===== src/rtl/polar_psum_engine.sv =====
// polar_psum_engine: on-the-fly polar partial-sum accumulator S = u * F^(kron n_act)
module polar_psum_engine #(
  parameter int N_LOG = 3,
  parameter int P_LOG = 0
) (
  input  logic                  clk,
  input  logic                  rst,
  input  logic                  start,
  input  logic [3:0]            len_cfg,
  input  logic                  in_valid,
  output logic                  in_ready,
  input  logic [(1<<P_LOG)-1:0] u,
  output logic [(1<<N_LOG)-1:0] S,
  output logic [N_LOG-1:0]      idx,
  output logic                  done
);
  localparam int N = 1 << N_LOG;
  localparam int P = 1 << P_LOG;
  localparam int LO = (P_LOG > 1) ? P_LOG : 1;
  typedef enum logic [1:0] {IDLE, ACTIVE, DONE} state_t;
  state_t state, state_nx;
  logic [3:0] n_act, n_clamp;
  logic [N_LOG:0] len, nxt_idx;
  logic [N-1:0] delta;
  logic acc, last;
  assign in_ready = state == ACTIVE;
  assign done = state == DONE;
  assign acc = in_valid && in_ready;
  assign len = (N_LOG+1)'(1) << n_act;
  assign nxt_idx = {1'b0, idx} + (N_LOG+1)'(P);
  assign last = nxt_idx == len;
  assign n_clamp = (len_cfg < 4'(LO)) ? 4'(LO) : (len_cfg > 4'(N_LOG)) ? 4'(N_LOG) : len_cfg;
  // G[i][j] = ((i & j) == j); rows i < L keep every j >= L at zero automatically
  always_comb begin
    delta = '0;
    for (int j = 0; j < N; j++)
      for (int k = 0; k < P; k++)
        delta[j] = delta[j] ^ (u[k] & (((idx + N_LOG'(k)) & N_LOG'(j)) == N_LOG'(j)));
  end
  // next state: start wins over everything except rst
  always_comb begin
    state_nx = IDLE;
    if (start) state_nx = ACTIVE;
    else if (state == ACTIVE) state_nx = (acc && last) ? DONE : ACTIVE;
  end
  // state, partial sums, index and latched length
  always_ff @(posedge clk) begin
    if (rst) begin
      state <= IDLE;
      S <= '0;
      idx <= '0;
      n_act <= 4'(N_LOG);
    end else begin
      state <= state_nx;
      if (start) begin
        S <= '0;
        idx <= '0;
        n_act <= n_clamp;
      end else if (acc) begin
        S <= S ^ delta;
        idx <= last ? '0 : nxt_idx[N_LOG-1:0];
      end
    end
  end
endmodule


===== config.mk =====
export PLATFORM = sky130hd
export DESIGN_NAME = polar_psum_engine
export DESIGN_NICKNAME = d
export VERILOG_FILES = /design/src/rtl/polar_psum_engine.sv
export SDC_FILE = /design/constraint.sdc
export NUM_CORES = 1
export LEC_CHECK = 0
export CORE_ASPECT_RATIO = 0.75
export CORE_MARGIN = 2
export CORE_UTILIZATION = 40
export CTS_CLUSTER_DIAMETER = 120
export DETAILED_ROUTE_END_ITERATION = 16
export HOLD_SLACK_MARGIN = 0.12
export PLACE_DENSITY = 0.77
export SYNTH_ARGS = -nofsm -noshare
export SYNTH_HDL_FRONTEND = slang
export SYNTH_SLANG_ARGS = --single-unit

===== constraint.sdc =====
create_clock -name clk -period 1.6 [get_ports clk]
set_clock_uncertainty 0.1 [all_clocks]
set_input_delay 0.32 -clock clk [delete_from_list [all_inputs] [get_ports clk]]
set_output_delay 0.32 -clock clk [all_outputs]
set_load 0.005 [all_outputs]

* After elaboration in Yosys (flattened, before gate mapping)
Index checks and enable logic that the tools add are counted.
** Storage, ports and cells
- Bits in registers :: 17
- Word-level logic and storage cells :: 35
** Cells by class
- Add/sub/neg operators :: 1
- Order comparisons :: 2
- Equality and inequality tests :: 7
- Shifts and indexed selects :: 1
- Multiplexer cells :: 6
- Bitwise gates (word level) :: 9
- Reduce and logical (&&, ||, !) cells :: 4
** Operators with widths (count)
- $eq 2x2->1 const B :: 4
- $mux 4 :: 2
- $xor 8x8->8 :: 1
- $and 1x1->1 :: 7
- $add 3x1->4 const B :: 1
- $eq 4x4->1 :: 1
- $gt 4x2->1 const B :: 1
- $lt 4x1->1 const B :: 1
- $shl 1x4->4 const A :: 1
- $eq 3x3->1 const B :: 1
- $mux 3 :: 1
- $reduce_or 3->1 :: 1
- $eq 2x1->1 const B :: 1
- $logic_and 1x1->1 :: 2
- $mux 1 :: 2
- $mux 2 :: 1
- $reduce_or 2->1 :: 1
- $not 1->1 :: 1

* Longest topological paths before layout
Gate-level depths: netlist of the first run.
- Word-level depth :: 6
- Depth in mapped cells :: 5
- Mapped depth without buffers :: 5

* Least setup slack after synthesis of the first run
No wires, ideal clock.
- Path kind :: register to register
- Start :: register idx[0]
- End :: register state[0]
- Library setup time :: 0.140 ns
- Arrival time :: 1.606 ns
- Required time :: 1.360 ns
- Path slack :: -0.246 ns
- Cell stages (with the launch flop) :: 6
- Period minus slack after synthesis :: 1.846 ns
- Cell sequence :: dfxtp_1 -> ha_1 -> nand2b_1 -> mux2_2 -> a222oi_1 -> a311oi_1
** Between the ends
- Longest elaborated chain between the ends :: 6
** Ends and longest elaborated chain
- start, declared :: RTL line 14 : output logic [N_LOG-1:0] idx,
- start signal, assigned :: RTL line 61 : idx <= last ? '0 : nxt_idx[N_LOG-1:0];
- $add 3x1->4 :: RTL line 30 : assign nxt_idx = {1'b0, idx} + (N_LOG+1)'(P);
- $eq 4x4->1 :: RTL line 31 : assign last = nxt_idx == len;
- $logic_and 1x1->1 :: RTL line 44 : else if (state == ACTIVE) state_nx = (acc && last) ? DONE : ACTIVE;
- $mux 2 :: RTL line 44
- $mux 1 :: RTL line 44
- $mux 1 :: RTL line 43 : if (start) state_nx = ACTIVE;
- end signal, assigned :: RTL line 54 : state <= state_nx;
- end, declared :: RTL line 21 : state_t state, state_nx;
No other way between the ends.
A chain may end at the register's enable or synchronous reset.

* Final worst setup path of the first run
- Start :: register n_act[2]
- End :: register state[0]
** Between the ends
- Longest elaborated chain between the ends :: 6
** Ends and longest elaborated chain
- start, declared :: RTL line 22 : logic [3:0] n_act, n_clamp;
- start signal, assigned :: RTL line 52 : n_act <= 4'(N_LOG);
- start signal, assigned :: RTL line 58 : n_act <= n_clamp;
- $shl 1x4->4 :: RTL line 29 : assign len = (N_LOG+1)'(1) << n_act;
- $eq 4x4->1 :: RTL line 31
- $logic_and 1x1->1 :: RTL line 44
- $mux 2 :: RTL line 44
- $mux 1 :: RTL line 44
- $mux 1 :: RTL line 43
No other way between the ends.

==> metrics.csv, run 1 <==
stage;metric;value;unit
synthesis;ys_top_cells_by_count;dfxtp_1, nor2_1, nand3_1;
sta;setup_viol;5;
sta;period_needed;1.92;ns
synthesis;yosys-top-cells-area;dfxtp_1, xor2_1, nand3_1;
worst_setup_path;cp.required;1.68;ns
global_route;grt_usage;20.2;%
global_route;gr-total-overflow;0;
power_and_ir_drop;clkPwrFrac;31.4;%
sta;fmax;520;MHz
floorplan;rows;13;
hold_path;hp-class;reg -> reg;
synthesis;syn_avg_cell_area;8.66;um^2
synthesis;synth_area;753;um^2
clock_network;clk_pin_slew;0.10;ns
floorplan;die_h;41.6;um
power_and_ir_drop;p_int;0.000576;W
cells_and_area;layout.nets;147;
synthesis;synth_enable_flop_cells;0;
power_and_ir_drop;peakVddDrop;0.704;mV
clock_network;clock_latency;0.29;ns
detailed_routing;wire_per_inst;11.9;um
power_and_ir_drop;sw_frac_of_total;23.6;%
outcome;status;finished, violations left;
cells_and_area;syn_to_final_growth;65.1;%
global_route;grt_pass1_vias;777;
cells_and_area;final_layout_size_suffix_gt1_share;35.6;%
worst_setup_path;cp-start-kind;register;
placement;place_hpwl;1.45;mm
cells_and_area;final_util;70.8;%
worst_setup_path;setup.worst_path.end_class;register;
outcome;violations;setup timing;
power_and_ir_drop;p_sw;0.000178;W
synthesis;synthArstFlopShare;0;%
cells_and_area;design_area;0.00124;mm^2
cells_and_area;fill_cells;148;
sta;tightest_slew;0.331;ns
clock_network;cts_made_buffers;3;
placement;placed_area;0.00117;mm^2
synthesis;yosysMostFrequentCell;dfxtp_1;
synthesis;synth.distinct_cells;26;
clock_network;cts_buffer_depth;2;
power_and_ir_drop;powerDensity;606;mW/mm^2
worst_setup_path;crit_arrival;2.00;ns
placement;port_buffers;21;
synthesis;yosys_warnings;0;
synthesis;syn_nets;98;
cells_and_area;diodes;0;
floorplan;ios;22;
synthesis;syn_inst;87;
detailed_routing;vias;787;
global_route;antenna_found_initial;0;
sta;setup_ws;-0.325;ns
sta;rsz0062_at_grt;true;
sta;period_share;120;%
sta;slew_headroom;77.8;%
worst_setup_path;path_max_fanout;4;
floorplan;core_area;0.00176;mm^2
clock_network;postCtsHoldBufs;0;
clock_network;ctsHtreeMaxLevel;1;
synthesis;synth_flop_cell;dfxtp_1;
synthesis;yosysTopAreaCellShare;45.2;%
clock_network;tritoncts;built;
global_route;grt_pass1_wl;3.32;mm
synthesis;seq_area_frac_synth;45.2;%
detailed_routing;drt-total-wl;1.87;mm
sta;hold_viol;0;
detailed_routing;ant_nets;0;
global_route;grt_max_degree;10;
floorplan;fp.dieW;54.1;um
floorplan;start_util;42.9;%
power_and_ir_drop;p_leak;0.585;nW
cells_and_area;fin_cells;157;
synthesis;ys_seq_elements;17;
power_and_ir_drop;seqPwrFrac;56.8;%
sta;drv_slew;0;
detailed_routing;first_pass_iters;4;
synthesis;synth_top_cell_by_area;dfxtp_1;
floorplan;die_area;0.00225;mm^2
clock_network;clock_sinks;17;
power_and_ir_drop;pwr-share-comb;11.8;%
job;maxCapViolations;0;
placement;dp_cells;151;
detailed_routing;drc_errors;0;
placement;gp_congestion;0.735;
clock_network;cts_root_buffer;clkbuf_4;
detailed_routing;drt_iter0_markers;26;
detailed_routing;viasPerCell;5.01;
worst_setup_path;critical_path_class;reg -> reg;
==> what timing repair did <==
action | 4_1_cts | 5_1_grt
buffers inserted | 0 | 2
endpoints found under the setup margin | 9 | 14
resized for setup | 13 | 12
pin swaps | 1 | 0
==> state kept, by name, summed over array words and instances, names as in the netlist <==
name   count
idx        3
n_act      4
S          8
state      2
==> final timing paths <==
path / startpoint / cells past startpoint / slack [ns] / endpoint
worst max register to register: n_act[2] / 5 / -0.32 / state[0]
worst min register to register: n_act[2] / 1 / 0.38 / n_act[2]
worst min-delay path: n_act[2] / 1 / 0.38 / n_act[2]
worst max-delay path: n_act[2] / 5 / -0.32 / state[0]
==> power by group through the flow <==
stage / registers [W] / logic, W / clock network (W)
2_1_floorplan: 0.000441 / 0.0000261 / 0
3_3_place_gp: 0.000440 / 0.0000852 / 0
3_5_place_dp: 0.000441 / 0.0000883 / 0
4_1_cts: 0.000428 / 0.0000895 / 0.000245
5_1_grt: 0.000429 / 0.0000978 / 0.000266
6_report: 0.000428 / 0.0000892 / 0.000237
==> cells by family after synthesis <==
logic type / Yosys count / share of synthesized area, %
multiplexers: 1 / 1.49
adder cells (fa/ha/maj): 2 / 3.32
AND/OR/NAND/NOR: 46 / 31.2
XOR/XNOR: 8 / 9.30
flip-flops: 17 / 45.2
buffers and inverters: 4 / 1.99
AO/OA/AOI/OAI: 9 / 7.47
==> area by class of cell <==
cell class / count / area (um^2) / area share, %
repair buffers: 46 / 405 / 32.6
clock buffers: 4 / 26.3 / 2.11
well taps: 22 / 27.5 / 2.21
flip-flops and latches: 17 / 362 / 29.1
multi-input cells: 66 / 415 / 33.4
inverters: 2 / 7.51 / 0.604
==> worst max-delay path, stage by stage, from the launching register on <==
cell	delay (ns)
dfxtp_2	0.34
or3b_4	0.40
or3_1	0.36
a222oi_1	0.32
buf_4	0.19
a311oi_1	0.10
==> metrics by stage <==
stage	TNS [ns]	hold WS [ns]	power, W	setup WS (ns)
after floorplan	-0.596	0.292	0.000467	-0.173
after global placement	-0.941	0.363	0.000525	-0.193
after detailed placement	-1.56	0.369	0.000529	-0.305
after CTS	-1.35	0.387	0.000762	-0.325
after global routing	-1.77	0.413	0.000793	-0.408
final	-1.33	0.383	0.000754	-0.325
==> cells in the final DEF, fill, tap and decap left out, drive strengths merged <==
| master | count |
|---|---|
| buf | 25 |
| a21oi | 3 |
| and3 | 1 |
| dlymetal6s2s | 4 |
| nand3b | 1 |
| and2 | 3 |
| clkbuf | 4 |
| nor2 | 11 |
| ha | 2 |
| clkdlybuf4s50 | 13 |
| mux2 | 1 |
| nand2 | 7 |
| nand3 | 9 |
| dfxtp | 17 |
| xor2 | 7 |
| nand2b | 1 |
| nor2b | 2 |
| or3 | 2 |
| nor4 | 1 |
| inv | 2 |
| nor3 | 3 |
| or2 | 3 |
| dlygate4sd2 | 2 |
| a222oi | 1 |
| and4b | 1 |
| or3b | 1 |
| a22oi | 1 |
| clkdlybuf4s15 | 2 |
| o21ai | 3 |
| a311oi | 1 |
| xnor2 | 1 |
==> layer usage <==
layer / up-vias / track usage, % / part of all wire, %
met5: - / 0 / 0
met4: 0 / 3.00 / 1.3
met3: 4 / 6.47 / 8.2
met2: 31 / 37.6 / 51
met1: 358 / 22.1 / 40
li1: 394 / - / -
Note: power is estimated with default switching activity, not from simulation.
==> run 2, diff against run 1 <==
Settings changed: CAP_MARGIN from default to 20, CORE_ASPECT_RATIO 0.75 to default.
==> run 2 against run 1 <==
The run still ends with setup timing left; combinational power is 2.9% lower; die area is 0.15% lower; final cell count is 0.64% lower; maximum frequency is 2.2% higher; count of clock-buffer cells in the layout stayed put; total power is 2.0% lower; cell area is 2.6% lower; core utilization is 1.4 points lower; sequential power hardly changed; critical endpoint unchanged; largest power group unchanged.
==> metrics.csv, run 2 (synthesized netlist as in run 1, its figures left out) <==
stage;metric;value;unit
outcome;status;finished, violations left;
outcome;violations;setup timing;
worst_setup_path;crit_slowest_cell;or3b_4;
sta;drv_slew;0;
clock_network;ctsHtreeMaxLevel;1;
hold_path;hp-class;reg -> reg;
cells_and_area;syn_to_final_growth;60.8;%
worst_setup_path;setup.worst_path.end_class;register;
detailed_routing;vias;760;
global_route;gr-total-overflow;0;
sta;slew_headroom;78.5;%
global_route;grt_pass1_vias;648;
power_and_ir_drop;powerDensity;610;mW/mm^2
sta;period_share;118;%
cells_and_area;seq_area;357;um^2
detailed_routing;viasPerCell;4.87;
sta;setup_viol;5;
floorplan;die_h;47.4;um
floorplan;die_area;0.00225;mm^2
placement;port_buffers;21;
clock_network;clock_sinks;17;
cells_and_area;reg_top3;S: 8 flops, n_act: 4 flops, idx: 3 flops;
clock_network;cts_root_buffer;clkbuf_4;
sta;fmax;531;MHz
placement;dp_cells;150;
worst_setup_path;regToRegEndpoint;state[0];
placement;place_hpwl;1.31;mm
global_route;grt_usage;16.7;%
worst_setup_path;cp_num_cells;5;
floorplan;start_util;43.2;%
worst_setup_path;crit_arrival;1.95;ns
cells_and_area;final_common_cell;buf_4;
worst_setup_path;slowest_delay;0.39;ns
clock_network;tritoncts;built;
power_and_ir_drop;peakVddDrop;0.408;mV
clock_network;cts_made_buffers;3;
cells_and_area;diodes;0;
clock_network;clk_pin_slew;0.09;ns
worst_setup_path;critical_path_class;reg -> reg;
sta;setup_ws;-0.283;ns
power_and_ir_drop;p_total;0.000739;W
sta;rsz0062_at_grt;true;
sta;hold_viol;0;
global_route;grt_max_degree;10;
worst_setup_path;cp.required;1.67;ns
cells_and_area;final_layout_size_suffix_gt1_share;33.6;%
worst_setup_path;cp-startpoint;n_act[2];
global_route;grt_pass1_wl;2.59;mm
cells_and_area;largest_reg_flops;8;
worst_setup_path;r2r-start;n_act[2];
cells_and_area;final_util;69.4;%
cells_and_area;largest_register;S;
worst_setup_path;critical_path_buf_inv_count;1;
power_and_ir_drop;p_leak;0.551;nW
detailed_routing;drt_iter0_markers;9;
clock_network;postCtsHoldBufs;0;
worst_setup_path;crit_family;simple AND/OR/NAND/NOR gates;
worst_setup_path;path_max_fanout;4;
floorplan;core_area;0.00175;mm^2
worst_setup_path;r2r_cells;5;
detailed_routing;ant_nets;0;
job;maxCapViolations;0;
floorplan;fp.dieW;47.4;um
worst_setup_path;endpoint;state[0];
worst_setup_path;crit_chain;or3b_4, or3_1, a222oi_1, buf_4, a311oi_1;
detailed_routing;drt-total-wl;1.66;mm
global_route;antenna_found_initial;0;
clock_network;cts_buffer_depth;2;
clock_network;clock_latency;0.28;ns
cells_and_area;layout.nets;143;
cells_and_area;fill_cells;143;
sta;tightest_slew;0.319;ns
sta;period_needed;1.88;ns
placement;pre_cts_slack;-0.261;ns
sta;hold_ws;0.384;ns
detailed_routing;drc_errors;0;
worst_setup_path;reg2reg_setup_slack;-0.28;ns
floorplan;ios;22;
cells_and_area;final_cell_mix;buf_4, clkdlybuf4s50_1, dfxtp_2;
detailed_routing;first_pass_iters;6;
placement;gp_congestion;0.769;
worst_setup_path;cp-start-kind;register;
floorplan;rows;15;
cells_and_area;fin_cells;156;
cells_and_area;multi_input_area;415;um^2
detailed_routing;wire_per_inst;10.7;um
run 2: cell count changes in the layout (fill, tap and decap cells not counted):
| cell | previous run | this run |
|---|---|---|
| buf_4 | 25 | 20 |
| buf_6 | 0 | 1 |
| clkdlybuf4s15_1 | 2 | 0 |
| clkdlybuf4s50_1 | 13 | 14 |
| dfxtp_2 | 11 | 13 |
| dfxtp_4 | 2 | 0 |
| dlygate4sd2_1 | 2 | 4 |
| dlymetal6s2s_1 | 4 | 3 |
run 2: worst min path at each step:
stage,from,endpoint,slack (ns),depth (start not counted)
2_1_floorplan,rst,state[0],0.29,1
3_3_place_gp,n_act[2],n_act[2],0.36,1
3_5_place_dp,n_act[2],n_act[2],0.38,1
4_1_cts,n_act[2],n_act[2],0.40,1
5_1_grt,n_act[2],n_act[2],0.41,1
6_report,n_act[2],n_act[2],0.38,1
run 2: timing repair:
| action | 4_1_cts | 5_1_grt |
|---|---|---|
| setup buffers | 1 | 1 |
| setup endpoints to repair | 9 | 14 |
| resized for setup | 9 | 12 |
run 2: final cells by class:
| cell class | count | area share, % |
|---|---|---|
| well taps | 25 | 2.58 |
| inverters | 2 | 0.620 |
| multi-input cells | 66 | 34.3 |
| repair buffers | 42 | 30.9 |
| flip-flops and latches | 17 | 29.4 |
| clock buffers | 4 | 2.17 |
run 2: per-layer routing:
layer / track usage (%) / vias up / part of all wire [%]
met2: 29.2 / 21 / 51
met1: 18.3 / 347 / 43
li1: - / 388 / -
met3: 4.62 / 4 / 4.5
met4: 8.33 / 0 / 1.4
met5: 0 / - / 0
run 2: through the flow:
stage	cell area (um^2)	TNS, ns
final	1210	-1.19
after global routing	1210	-1.42
after CTS	1180	-1.16
after detailed placement	1140	-1.27
after global placement	1140	-0.918
after floorplan	768	-0.596
run 2: where the power goes:
group          switching [W]  internal (W)  total [W]  leakage [nW]
clock               0.000125     0.0000968   0.000222        0.0150
sequential        0.00000313      0.000427   0.000430         0.143
combinational      0.0000331     0.0000535  0.0000866         0.393
run 2: worst reg2reg max path, stage by stage (launching register included):
cell and delay, ns:
dfxtp_2 0.33, or3b_4 0.39, or3_1 0.35, a222oi_1 0.32, buf_4 0.19, a311oi_1 0.08
